==> src/rtl/sprite_io_regs.sv <==
// sprite_io_regs: IO-mapped sprite position block behind the stack CPU IO port.
//   The CPU writes sprite positions into shadow registers and then writes COMMIT.
//   At the next vblank the shadow registers are copied to the active registers
//   in one step, so the renderer never sees a half-updated set.
//   The block also provides a vblank flag and a 16-bit frame counter.
//
// Ports:
//   clock, reset        system clock; synchronous active-high reset
//   io_addr             CPU IO address; io_addr[15:8] == BASE_HI selects this block
//   io_write            one-cycle write strobe, data taken from io_wr_data
//   io_rd_data          read data, combinational from io_addr
//   vblank_start        one-cycle pulse at the start of vblank
//   spr_x, spr_y        active coordinates, sprite i at [i*COORD_W +: COORD_W]
//   spr_en              active per-sprite enables
//   commit_done         one-cycle pulse in the cycle after a shadow->active copy
//
// Build option:
//   SPRITE_IO_READBACK_EN  when defined, the sprite X/Y and ENABLE offsets read
//                          back the shadow values; otherwise they read 0.
//
// Commit FSM:
//   state | meaning
//   IDLE  | no commit pending; vblank_start only updates FRAME and the flag
//   ARMED | COMMIT written; the next vblank_start copies shadow to active
module sprite_io_regs #(
  parameter int         DATA_WIDTH  = 16,
  parameter int         NUM_SPRITES = 8,
  parameter int         COORD_W     = 10,
  parameter logic [7:0] BASE_HI     = 8'h80
) (
  input  logic                           clock,
  input  logic                           reset,
  input  logic [DATA_WIDTH-1:0]          io_addr,
  input  logic                           io_write,
  input  logic [DATA_WIDTH-1:0]          io_wr_data,
  output logic [DATA_WIDTH-1:0]          io_rd_data,
  input  logic                           vblank_start,
  output logic [NUM_SPRITES*COORD_W-1:0] spr_x,
  output logic [NUM_SPRITES*COORD_W-1:0] spr_y,
  output logic [NUM_SPRITES-1:0]         spr_en,
  output logic                           commit_done
);

  localparam int         SW         = NUM_SPRITES * COORD_W;
  localparam logic [7:0] OFF_STATUS = 8'hF0;
  localparam logic [7:0] OFF_FRAME  = 8'hF1;
  localparam logic [7:0] OFF_ENABLE = 8'hF2;
  localparam logic [7:0] OFF_COMMIT = 8'hF3;
  // Sprite registers occupy offsets 0 .. 2*NUM_SPRITES-1.
  localparam logic [7:0] SPR_END    = 8'(2 * NUM_SPRITES);

  typedef enum logic {
    IDLE  = 1'b0,
    ARMED = 1'b1
  } state_t;

  logic            sel;
  logic [7:0]      off;
  logic            wr;
  logic            is_spr;
  logic [2:0]      spr_idx;
  logic            commit_wr;
  logic            do_copy;

  logic [SW-1:0]          shadow_x_q, shadow_x_d;
  logic [SW-1:0]          shadow_y_q, shadow_y_d;
  logic [NUM_SPRITES-1:0] shadow_en_q, shadow_en_d;
  logic [SW-1:0]          active_x_q, active_x_d;
  logic [SW-1:0]          active_y_q, active_y_d;
  logic [NUM_SPRITES-1:0] active_en_q, active_en_d;
  state_t                 state_q, state_d;
  logic                   commit_done_q, commit_done_d;
  logic                   vblank_flag_q, vblank_flag_d;
  logic [15:0]            frame_q, frame_d;

  // Data bits above the coordinate width are dropped by every register.
  logic unused_wr_bits;
  assign unused_wr_bits = ^io_wr_data[DATA_WIDTH-1:COORD_W];

  assign sel       = (io_addr[15:8] == BASE_HI);
  assign off       = io_addr[7:0];
  assign wr        = io_write & sel;
  assign is_spr    = (off < SPR_END);
  assign spr_idx   = off[3:1];
  assign commit_wr = wr && (off == OFF_COMMIT);
  // A COMMIT written in the same cycle as vblank_start copies immediately.
  assign do_copy   = vblank_start && ((state_q == ARMED) || commit_wr);

  always_comb begin
    shadow_x_d    = shadow_x_q;
    shadow_y_d    = shadow_y_q;
    shadow_en_d   = shadow_en_q;
    active_x_d    = active_x_q;
    active_y_d    = active_y_q;
    active_en_d   = active_en_q;
    state_d       = state_q;
    commit_done_d = do_copy;
    vblank_flag_d = vblank_flag_q;
    frame_d       = frame_q + 16'(vblank_start);

    if (wr && is_spr) begin
      for (int i = 0; i < NUM_SPRITES; i++) begin
        if (spr_idx == 3'(i)) begin
          if (off[0]) shadow_y_d[i*COORD_W +: COORD_W] = io_wr_data[COORD_W-1:0];
          else        shadow_x_d[i*COORD_W +: COORD_W] = io_wr_data[COORD_W-1:0];
        end
      end
    end
    if (wr && (off == OFF_ENABLE)) shadow_en_d = io_wr_data[NUM_SPRITES-1:0];

    // Copy takes the _q shadow values, so a same-cycle shadow write lands
    // in shadow only.
    if (do_copy) begin
      active_x_d  = shadow_x_q;
      active_y_d  = shadow_y_q;
      active_en_d = shadow_en_q;
      state_d     = IDLE;
    end else if (commit_wr) begin
      state_d     = ARMED;
    end

    // Set has priority over a same-cycle clear.
    if (vblank_start)                                   vblank_flag_d = 1'b1;
    else if (wr && (off == OFF_STATUS) && io_wr_data[0]) vblank_flag_d = 1'b0;
  end

  always_ff @(posedge clock) begin
    if (reset) begin
      shadow_x_q    <= '0;
      shadow_y_q    <= '0;
      shadow_en_q   <= '0;
      active_x_q    <= '0;
      active_y_q    <= '0;
      active_en_q   <= '0;
      state_q       <= IDLE;
      commit_done_q <= 1'b0;
      vblank_flag_q <= 1'b0;
      frame_q       <= '0;
    end else begin
      shadow_x_q    <= shadow_x_d;
      shadow_y_q    <= shadow_y_d;
      shadow_en_q   <= shadow_en_d;
      active_x_q    <= active_x_d;
      active_y_q    <= active_y_d;
      active_en_q   <= active_en_d;
      state_q       <= state_d;
      commit_done_q <= commit_done_d;
      vblank_flag_q <= vblank_flag_d;
      frame_q       <= frame_d;
    end
  end

  always_comb begin
    io_rd_data = '0;
    if (sel) begin
      case (off)
        OFF_STATUS: io_rd_data = DATA_WIDTH'({state_q == ARMED, vblank_flag_q});
        OFF_FRAME:  io_rd_data = DATA_WIDTH'(frame_q);
`ifdef SPRITE_IO_READBACK_EN
        OFF_ENABLE: io_rd_data = DATA_WIDTH'(shadow_en_q);
        default: begin
          if (is_spr) begin
            for (int i = 0; i < NUM_SPRITES; i++) begin
              if (spr_idx == 3'(i)) begin
                io_rd_data = off[0] ? DATA_WIDTH'(shadow_y_q[i*COORD_W +: COORD_W])
                                    : DATA_WIDTH'(shadow_x_q[i*COORD_W +: COORD_W]);
              end
            end
          end
        end
`else
        default: io_rd_data = '0;
`endif
      endcase
    end
  end

  assign spr_x       = active_x_q;
  assign spr_y       = active_y_q;
  assign spr_en      = active_en_q;
  assign commit_done = commit_done_q;

endmodule

==> config.mk <==
export PLATFORM = sky130hd
export DESIGN_NAME = sprite_io_regs
export DESIGN_NICKNAME = d
export VERILOG_FILES = /design/src/rtl/sprite_io_regs.sv
export SDC_FILE = /design/constraint.sdc
export NUM_CORES = 1
export LEC_CHECK = 0
export ABC_AREA = 1
export ABC_CLOCK_PERIOD_IN_PS = 6100
export CORE_UTILIZATION = 40
export DETAILED_ROUTE_END_ITERATION = 10
export PLACE_DENSITY = 0.58
export SKIP_CTS_REPAIR_TIMING = 1
export SLEW_MARGIN = 20
export SYNTH_ARGS = -nofsm -noshare
export SYNTH_HDL_FRONTEND = slang
export SYNTH_SLANG_ARGS = --single-unit
==> constraint.sdc <==
create_clock -name clock -period 6.1 [get_ports clock]
set_clock_uncertainty 0.1 [all_clocks]
set_input_delay 1.83 -clock clock [delete_from_list [all_inputs] [get_ports clock]]
set_output_delay 1.83 -clock clock [all_outputs]
set_load 0.05 [all_outputs]
## Yosys cells after proc, flatten, opt, wreduce, memory -nomap -nowiden

Index checks and enable logic that the tools add are counted.

- Output and inout bits: 185
- Input bits: 36
- Register bits: 355
- Logic and storage cells: 70

- $lt $le $gt $ge: 1
- Multiplexer cells: 4
- Reduce and logical (&&, ||, !) cells: 26
- Bitwise operators: 2
- Equal/unequal tests: 12
- Add/subtract/negate cells: 1

Operator list:

| cell | number |
|---|---|
| AND reduction 3 bit | 16 |
| equality test 8 bit, second input constant | 5 |
| one-hot mux 16 bit (2 select lines) | 1 |
| adder 16 x 1 -> 16 bit | 1 |
| 2-to-1 mux 16 bit | 1 |
| equality test 3 bit, second input constant | 4 |
| < comparator 8 x 5 -> 1 bit, second input constant | 1 |
| equality test 3 x 2 -> 1 bit, second input constant | 2 |
| logical AND 1 bit | 6 |
| equality test 3 x 1 -> 1 bit, second input constant | 1 |
| logical NOT 3 bit | 1 |
| 2-to-1 mux 1 bit | 2 |
| nonzero test 2 bit | 1 |
| OR reduction 2 bit | 1 |
| bitwise AND 1 bit | 1 |
| logical OR 1 bit | 1 |
| inverter 1 bit | 1 |

## Depth between registers and ports, before layout

Gate-level depths: netlist of run 1.

- Word-level depth: 6
- Depth in mapped cells: 10
- Mapped depth without buffers: 9

## Least setup slack after synthesis of run 1

OpenSTA, ideal clock, no wires.

- Path kind: in2out
- Start: input io_addr[2]
- End: output io_rd_data[10]
- Data required time: 4.170 ns
- Setup slack: 0.420 ns
- Stages on the path: 6
- Path buffers: 1
- Data arrival time: 3.750 ns
- Path through: inv_1 nand3_1 nor3_1 inv_1 buf_2 nor3_1

- Cells in the longest elaborated chain, start to end: 3
- Elaborated cells on any way between the ends: 4
- Classes of those cells: eq/ne (2); mux (2)

Ends and longest elaborated chain:

| item | RTL line | source |
|---|---|---|
| start: declaration | 33 | `input logic [DATA_WIDTH-1:0] io_addr,` |
| equality test 8 bit | 156 | `case (off)` |
| one-hot mux 16 bit (2 select lines) (*) | 156 |  |
| 2-to-1 mux 16 bit (*) | 155 | `if (sel) begin` |
| end: declaration | 36 | `output logic [DATA_WIDTH-1:0] io_rd_data,` |

Mark *: on every way between the ends. The rest lies on a longest branch, timed or not.

## Final worst setup path of run 1

- Start: input io_addr[1]
- End: output io_rd_data[4]

The elaborated chain is that of the path after synthesis.

==> qor.txt, run 1 <==
status - finished, final reports clean
Area Overhead vs Synth - 25.8%
CTS tree - done
Post-route DRC - 0
Distinct cells, synth - 24
Placed Cells - 2423
Fin Setup TNS - 0 ps
Hold/Removal Path Class - flip-flop to flip-flop
Top Ports - 221
mean area per synthesized cell - 7.48 um2
Pleak - 7.20 nW
mapped cell area - 14200 um2
DR pass1 iterations - 7
share of cells above drive strength 1 - 6.35%
cell row count - 68
compound-cell area share of the yosys netlist - 1.11%
leading post-synthesis cells by cell area - dfxtp_1 50%, nand4_1 15%, nand2_1 9.8%, nor2_1 9.1%, nand3_1 6.3%
main combinational cell family by area after synthesis - simple AND/OR/NAND/NOR gates
minimum clock period - 5710 ps
Clock Latency Late Sink - 520 ps
Max Root-Sink Buffers - 3
Root Buffer - clkbuf_16
Die Y-Extent - 191 um
Crit path required time - 4170 ps
first-pass GRT wire length - 66900 um
mux contribution to synthesized area - 0%
multi-input logic area - 6240 um2
CTS clk-pin slew, worst paths - 60 ps
XOR/XNOR share of the synthesized area - 0.0616%
synthesis-stage register bit count - 355
R2R Setup Slk - 3960 ps
CP endpoint kind - output port
Yosys top cell by area - dfxtp_1
vias in the first global route - 12200
unrepaired setup endpoints after global routing - no
Tcrit/Tclk final - 93.7%
Starting Density - 40.9%
detailed placement HPWL - 25500 um
CP Class - input pin to output port
CP arrival - 3780 ps
CP endpoint - io_rd_data[4]
PwrDens - 266 nW/um2
R2R cell count - 6
Port Buf Inserts - 214
Reg area - 7110 um2
Fmax - 175 MHz
Post-Synthesis Cells - 1901
gr usage total - 23.0%
H-Tree Depth - 2
endpoints failing hold - 0
routed length per instance - 17.1 um
max cap viols - 0
initial antenna violation count - 0
gr ovfl total - 0
Seq/Total Area, Yosys - 50.0%
diode count - 0
critical path's largest stage delay - 420 ps
Worst-Margin Slew - 1150 ps
most frequent cells in the layout - 371 x nand2_1, 355 x dfxtp_1, 344 x nor2_1, 340 x nand4_1, 196 x clkdlybuf4s50_1
Post-Route WL - 42600 um
Crit Reg-Reg Startpoint - state_q$_SDFFE_PP0P_
Routability Congestion - 0.788
DR iter-0 viols - 1101
CP max-delay cell - clkdlybuf4s50_1
Pins Over Slew Limit - 0
commonest non-fill, non-tap cell in the layout - nand2_1
Adder-Cell Fraction of Synth Area - 0.176%
crit path from - io_addr[1]
critical path depth in cells - 7
Synth Area in Simple Gates - 42.1%
vias - 13400
Post-Syn Nets - 1939
fillcell total - 3433
Crit path max-delay family - buffers and inverters
Yosys warning total - 0
Synth top area share - 50.0%
maximum VDD drop - 0.155 mV
Finished Layout Cells - 2487
die area - 36300 um2
CP Max Fanout - 14
Vias/cell - 5.37
Nets - 2046
Die Span X - 191 um
buffers and inverters on the worst path - 4
RR Endpoint - spr_y[76]$_SDFFE_PP0P_
largest net degree at the start of global routing - 113
CTS sink cnt - 355
Core Box Area - 34800 um2
DRT antenna net count - 0
final setup fails - 0
total CTS buffers - 38
Rel. slew slack - 23.1%
worst path cell trace - clkdlybuf4s50_1 -> inv_1 -> nand3_1 -> nor3_1 -> inv_1 -> nor3_1 -> buf_12
Critical Path Start Type - input pin
-- where the power goes --
group | total (mW) | internal [mW] | leakage (nW) | switching, mW
clock | 2.22 | 1.31 | 0.586 | 0.908
sequential | 2.32 | 2.32 | 2.86 | 0.00122
combinational | 0.219 | 0.0481 | 3.76 | 0.171
total | 4.76 | 3.68 | 7.20 | 1.08
-- metal layers --
layer	global-route usage (%)	part of all wire, %	vias to the layer above
met2	34.6	43	396
li1	-	-	6686
met1	32.3	47	6216
met5	0	0	-
met4	6.46	2.1	0
met3	5.82	8.1	61
-- synthesized netlist by cell type (all sizes together) --
library cell / n
a211oi: 1
a21oi: 20
a31oi: 2
buf: 79
clkbuf: 96
clkinv: 1
dfxtp: 355
ha: 2
inv: 57
nand2: 373
nand3: 179
nand4: 342
nor2: 362
nor3: 24
o21a: 1
o21ai: 6
xor2: 1
-- sequential cells by signal, indices dropped and copies added (netlist names) --
signal         count
frame_q           16
spr_x             80
spr_y             80
shadow_y_q        80
shadow_en_q        8
state_q            1
shadow_x_q        80
commit_done        1
spr_en             8
vblank_flag_q      1
-- worst reg2reg max path, cell delays in order (launching register included) --
cell	delay, ps
dfxtp_1	310
inv_1	140
nand2_8	320
nand2_8	460
buf_12	470
nand3_1	170
nand2_1	90
-- how the worst min path moves through the flow --
stage               cells past startpoint                          end  slack, ps                         from
finish                                  2       spr_x[62]$_SDFFE_PP0P_        360       spr_x[62]$_SDFFE_PP0P_
global route                            2       spr_x[38]$_SDFFE_PP0P_        380       spr_x[38]$_SDFFE_PP0P_
CTS                                     2  shadow_en_q[1]$_SDFFE_PP0P_        360  shadow_en_q[1]$_SDFFE_PP0P_
detailed placement                      2  shadow_en_q[1]$_SDFFE_PP0P_        350  shadow_en_q[1]$_SDFFE_PP0P_
global placement                        2       spr_en[5]$_SDFFE_PP0P_        350       spr_en[5]$_SDFFE_PP0P_
floorplan                               2   vblank_flag_q$_SDFFE_PP0P_        340   vblank_flag_q$_SDFFE_PP0P_
-- area by class of cell --
cell class	instances	area share, %
inverter	58	1.26
multi-input combinational	1313	34.9
clock inverter	4	0.133
sequential	355	39.7
timing repair buffer	242	14.3
tap	455	3.18
clock buffer	60	6.52
-- cells by family (layout without fill, tap and decap cells) --
group                      Yosys count  count (layout)
and+or+nand+nor                   1280            1280
AOI/OAI and AO/OA                   30              30
buffers and inverters              233             364
DFF                                355             355
adders and majority gates            2               2
xor gates and xnor gates             1               1
-- metrics by stage --
step | total power [mW] | utilization, % | setup slack (ps) | hold slack [ps] | cell area (um2)
floorplan | 2.51 | - | 420 | 339 | 14200
global placement | 2.59 | 48.0 | 390 | 352 | 16700
detailed placement | 2.59 | 48.0 | 322 | 354 | 16700
CTS | 4.80 | 51.4 | 309 | 363 | 17900
global route | 4.92 | 51.4 | 210 | 383 | 17900
finish | 4.76 | 51.4 | 385 | 363 | 17900
No activity file was read; power rests on OpenSTA's default activity.
==> run 2: changes to the inputs <==
--- a/config.mk
+++ b/config.mk
@@ -7,8 +7,10 @@
 export LEC_CHECK = 0
 export ABC_AREA = 1
 export ABC_CLOCK_PERIOD_IN_PS = 6100
+export CAP_MARGIN = 40
 export CORE_UTILIZATION = 40
 export DETAILED_ROUTE_END_ITERATION = 10
+export GPL_TIMING_DRIVEN = 0
 export PLACE_DENSITY = 0.58
 export SKIP_CTS_REPAIR_TIMING = 1
 export SLEW_MARGIN = 20
==> qor.txt, run 2 (synthesis results as in run 1) <==
status - finished, final reports clean
Routability Congestion - 0.859 (+9.0%)
final instance area - 18200 um2 (+1.5%)
PwrDens - 265 nW/um2 (-0.42%)
routed length per instance - 17.3 um (+1.1%)
Pleak - 7.53 nW (+4.6%)
Vias/cell - 5.28 (-1.8%)
Port Buf Inserts - 213 (-0.47%)
final setup fails - 0 (unchanged)
gr usage total - 25.0% (+2.0 points)
DRT antenna net count - 0 (unchanged)
Post-Route WL - 45700 um (+7.2%)
vias in the first global route - 13200 (+8.3%)
H-Tree Depth - 2 (unchanged)
first-pass GRT wire length - 71500 um (+7.0%)
CP Max Fanout - 10 (-4)
CP endpoint kind - output port
Top Ports - 221 (unchanged)
Fmax - 168 MHz (-4.0%)
Critical Path Start Type - input pin
most frequent cells in the layout - 371 x nand2_1, 355 x dfxtp_1, 344 x nor2_1, 340 x nand4_1, 197 x clkdlybuf4s50_1
detailed placement HPWL - 33700 um (+32%)
CP arrival - 4030 ps (+250 ps)
gr ovfl total - 0 (unchanged)
largest net degree at the start of global routing - 14 (-88%)
Rel. slew slack - 41.0% (+18 points)
share of cells above drive strength 1 - 6.38% (+0.031 points)
Top Metal Used - met5
max cap viols - 0 (unchanged)
Nets - 2195 (+7.3%)
CTS clk-pin slew, worst paths - 60 ps (about the same)
Starting Density - 40.9% (unchanged)
Clock Latency Late Sink - 520 ps (about the same)
die area - 36300 um2 (unchanged)
fillcell total - 3460 (+0.79%)
minimum clock period - 5960 ps (+241 ps)
Core Box Area - 34800 um2 (unchanged)
CTS tree - done
total CTS buffers - 39 (+2.6%)
routed wl met3 - 2840 um (-17%)
wire length on met1 - 21500 um (+6.8%)
cell row count - 68 (unchanged)
Max Root-Sink Buffers - 3 (unchanged)
DR pass1 iterations - 5 (-2)
endpoints failing hold - 0 (unchanged)
CP Class - input pin to output port
Finished Core Util - 52.2% (+0.77 points)
Post-route DRC - 0 (unchanged)
vias - 13900 (+4.1%)
Root Buffer - clkbuf_16
DR iter-0 viols - 901 (-18%)
CTS sink cnt - 355 (unchanged)
Crit path required time - 4170 ps (about the same)
Die Span X - 191 um (unchanged)
Area Overhead vs Synth - 27.7%
Placed Area - 17000 um2 (+1.5%)
Pins Over Slew Limit - 0 (unchanged)
maximum VDD drop - 0.151 mV (-2.7%)
Tcrit/Tclk final - 97.6% (+3.9 points)
Worst-Margin Slew - 885 ps (-267 ps)
Die Y-Extent - 191 um (unchanged)
Hold/Removal Path Class - flip-flop to flip-flop
met2 WL - 20300 um (+12%)
initial antenna violation count - 2 (+2)
Setup WS pre-CTS - -595 ps (-916 ps)
Final WS setup - 145 ps (-241 ps)
commonest non-fill, non-tap cell in the layout - nand2_1
-- run 2: cell types whose count changed in the layout (fill, tap and decap cells not counted), sizes merged --
cell / before / now
clkbuf: 60 / 154
buf: 46 / 82
dlymetal6s2s: 0 / 9
clkinv: 5 / 11
bufinv: 0 / 1
clkdlybuf4s50: 196 / 197
diode: 0 / 1
-- run 2: through the flow --
step | power, mW | std cells | setup TNS, ps | hold WS, ps
floorplan | 2.51 | 1901 | 0 | 339
global placement | 2.60 | 2569 | -7530 | 355
detailed placement | 2.60 | 2571 | -7600 | 357
CTS | 4.84 | 2634 | -7900 | 365
global route | 4.96 | 2634 | -51.3 | 380
finish | 4.81 | 2635 | 0 | 361
-- run 2: path summary, 6_finish.rpt --
| kind | start | endpoint | slack, ps | cells after the start |
|---|---|---|---|---|
| hold / removal | spr_y[68]$_SDFFE_PP0P_ | spr_y[68]$_SDFFE_PP0P_ | 360 | 2 |
| setup reg to reg | frame_q[0]$_SDFF_PP0_ | frame_q[12]$_SDFF_PP0_ | 4040 | 9 |
| setup / recovery | io_addr[2] | io_rd_data[2] | 140 | 8 |
| hold reg to reg | spr_y[68]$_SDFFE_PP0P_ | spr_y[68]$_SDFFE_PP0P_ | 360 | 2 |
-- run 2: layout make-up --
class | instances | area, um2 | area share [%]
antenna | 1 | 2.50 | 0.0138
buffer | 175 | 727 | 4.00
clock buffer | 52 | 1130 | 6.20
clock inverter | 11 | 83.8 | 0.461
inverter | 58 | 218 | 1.20
multi-input combinational | 1313 | 6190 | 34.1
sequential | 355 | 7110 | 39.1
tap | 455 | 569 | 3.13
timing repair buffer | 215 | 2150 | 11.8
-- run 2: layer usage --
metal	track usage, %	up-vias
met5	0	-
li1	-	6988
met1	34.6	6433
met4	6.46	2
met3	4.40	80
met2	39.9	399
-- run 2: critical path: stages --
cell,delay (ps)
clkdlybuf4s50_1,570
inv_1,230
nand3_2,190
nor3_4,290
inv_1,160
buf_2,210
nor2_1,110
dlymetal6s2s_1,430
-- run 2: power breakdown --
group,internal [mW],switching [mW],leakage (nW),total [mW]
sequential,2.32,0.00124,2.86,2.32
clock,1.33,0.919,0.608,2.25
combinational,0.0523,0.185,4.07,0.237
==> run 3: changes to the inputs <==
--- a/config.mk
+++ b/config.mk
@@ -6,12 +6,13 @@
 export NUM_CORES = 1
 export LEC_CHECK = 0
 export ABC_AREA = 1
-export ABC_CLOCK_PERIOD_IN_PS = 6100
+export ABC_CLOCK_PERIOD_IN_PS = 5770
 export CAP_MARGIN = 40
 export CORE_UTILIZATION = 40
 export DETAILED_ROUTE_END_ITERATION = 10
 export GPL_TIMING_DRIVEN = 0
 export PLACE_DENSITY = 0.58
+export SETUP_SLACK_MARGIN = 0.4
 export SKIP_CTS_REPAIR_TIMING = 1
 export SLEW_MARGIN = 20
 export SYNTH_ARGS = -nofsm -noshare
==> constraint.sdc (replaced) <==
create_clock -name clock -period 5.77 [get_ports clock]
set_clock_uncertainty 0.1 [all_clocks]
set_input_delay 1.731 -clock clock [delete_from_list [all_inputs] [get_ports clock]]
set_output_delay 1.731 -clock clock [all_outputs]
set_load 0.05 [all_outputs]
==> qor.txt, run 3 (synthesis results as in run 1) <==
status - finished, final reports clean
CTS clk-pin slew, worst paths - 60 ps (about the same)
critical path's largest stage delay - 480 ps (-90 ps)
R2R cell count - 9 (unchanged)
cell row count - 68 (unchanged)
total CTS buffers - 39 (unchanged)
Top Ports - 221 (unchanged)
Placed Cells - 2571 (unchanged)
Pins Over Slew Limit - 0 (unchanged)
final setup fails - 0 (unchanged)
Port Buf Inserts - 213 (unchanged)
DRT antenna net count - 0 (unchanged)
CP Class - input pin to output port
PwrDens - 280 nW/um2 (+5.7%)
DR iter-0 viols - 853 (-5.3%)
largest net degree at the start of global routing - 14 (unchanged)
die area - 36300 um2 (unchanged)
vias in the first global route - 13200 (unchanged)
Fmax - 188 MHz
Vias/cell - 5.29 (+0.21%)
initial antenna violation count - 2 (unchanged)
Post-route DRC - 0 (unchanged)
most frequent cells in the layout - 371 x nand2_1, 355 x dfxtp_1, 344 x nor2_1, 340 x nand4_1, 193 x clkdlybuf4s50_1
Hold/Removal Path Class - flip-flop to flip-flop
Fin Setup TNS - 0 ps (unchanged)
CP max-delay cell - clkdlybuf4s50_1
CTS tree - done
Nets - 2197 (+0.091%)
Critical Path Start Type - input pin
Rel. slew slack - 42.1% (+1.1 points)
unrepaired setup endpoints after global routing - yes
Crit Reg-Reg Startpoint - frame_q[0]$_SDFF_PP0_
Post-Route WL - 45700 um (about the same)
Routability Congestion - 0.859 (unchanged)
maximum VDD drop - 0.160 mV (+5.7%)
Placed Area - 17000 um2 (unchanged)
share of cells above drive strength 1 - 6.92% (+0.54 points)
CP Max Fanout - 10 (unchanged)
Die Y-Extent - 191 um (unchanged)
first-pass GRT wire length - 71500 um (unchanged)
max cap viols - 0 (unchanged)
hold path cells - 2 (unchanged)
detailed placement HPWL - 33700 um (unchanged)
minimum clock period - 5310 ps
Starting Density - 40.9% (unchanged)
routed length per instance - 17.3 um (about the same)
Tcrit/Tclk final - 92.1%
final instance area - 18200 um2 (about the same)
hold path start - spr_y[68]$_SDFFE_PP0P_
Core Box Area - 34800 um2 (unchanged)
H-Tree Depth - 2 (unchanged)
CP arrival - 3480 ps (-550 ps)
gr ovfl total - 0 (unchanged)
Root Buffer - clkbuf_16
crit path from - io_addr[5]
gr usage total - 25.0% (unchanged)
Worst-Margin Slew - 869 ps (-16.2 ps)
Crit path required time - 3940 ps (-230 ps)
endpoints failing hold - 0 (unchanged)
vias - 13900 (+0.29%)
CP endpoint kind - output port
Pleak - 7.48 nW (-0.75%)
Area Overhead vs Synth - 27.7% (about the same)
Clock Latency Late Sink - 520 ps (about the same)
Die Span X - 191 um (unchanged)
commonest non-fill, non-tap cell in the layout - nand2_1
Top cell by count, worst path - buf_2
CTS sink cnt - 355 (unchanged)
worst path cell trace - clkdlybuf4s50_1 -> nand4_1 -> buf_4 -> nor3_4 -> inv_2 -> buf_2 -> nor3_1 -> buf_2
Max Root-Sink Buffers - 3 (unchanged)
Finished Layout Cells - 2637 (+0.076%)
DR pass1 iterations - 5 (unchanged)
==> run 3: changes by cell type in the layout (fill, tap and decap cells not counted) <==
cell | previous run | this run
clkdlybuf4s50_1 | 197 | 193
buf_4 | 5 | 11
dlymetal6s2s_1 | 9 | 7
inv_1 | 55 | 51
clkbuf_4 | 0 | 2
clkbuf_2 | 6 | 5
inv_2 | 2 | 6
buf_2 | 42 | 43
==> run 3: per-stage QoR <==
step	total power, mW	utilization [%]	hold slack, ps	worst slack (ps)
after floorplan	2.65	-	339	288
after global placement	2.75	48.6	355	-731
after CTS	5.12	52.2	365	-747
after global routing	5.24	52.2	380	392
final	5.08	52.2	361	456
after detailed placement	2.75	48.7	357	-727
==> run 3: worst paths after layout <==
kind,end,slack (ps)
setup / recovery,io_rd_data[7],460
hold / removal,spr_y[68]$_SDFFE_PP0P_,360
hold reg to reg,spr_y[68]$_SDFFE_PP0P_,360
setup reg to reg,frame_q[12]$_SDFF_PP0_,3710
==> run 3: critical path, delay by kind of cell <==
kind | cells | cell delay, ps
and+or+nand+nor | 3 | 500
buffers and inverters | 5 | 1240
==> run 3: cell type report <==
| cell class | instances | area (um2) |
|---|---|---|
| sequential | 355 | 7110 |
| clock inverter | 11 | 83.8 |
| buffer | 175 | 727 |
| multi-input combinational | 1313 | 6190 |
| fill | 3465 | 16600 |
| antenna | 1 | 2.50 |
| clock buffer | 52 | 1130 |
| inverter | 58 | 218 |
| tap | 455 | 569 |
| timing repair buffer | 217 | 2140 |
==> run 3: layer usage <==
layer	up-vias	wire length [um]	track usage, %
met4	2	1050	6.46
met5	-	13	0
li1	6994	-	-
met2	411	20200	39.9
met1	6454	21600	34.6
met3	81	2840	4.40
==> run 3: report_power, final <==
group / total [mW] / switching [mW] / internal, mW
clock network: 2.37 / 0.969 / 1.41
registers: 2.45 / 0.00132 / 2.45
logic: 0.251 / 0.195 / 0.0553
total: 5.08 / 1.17 / 3.91
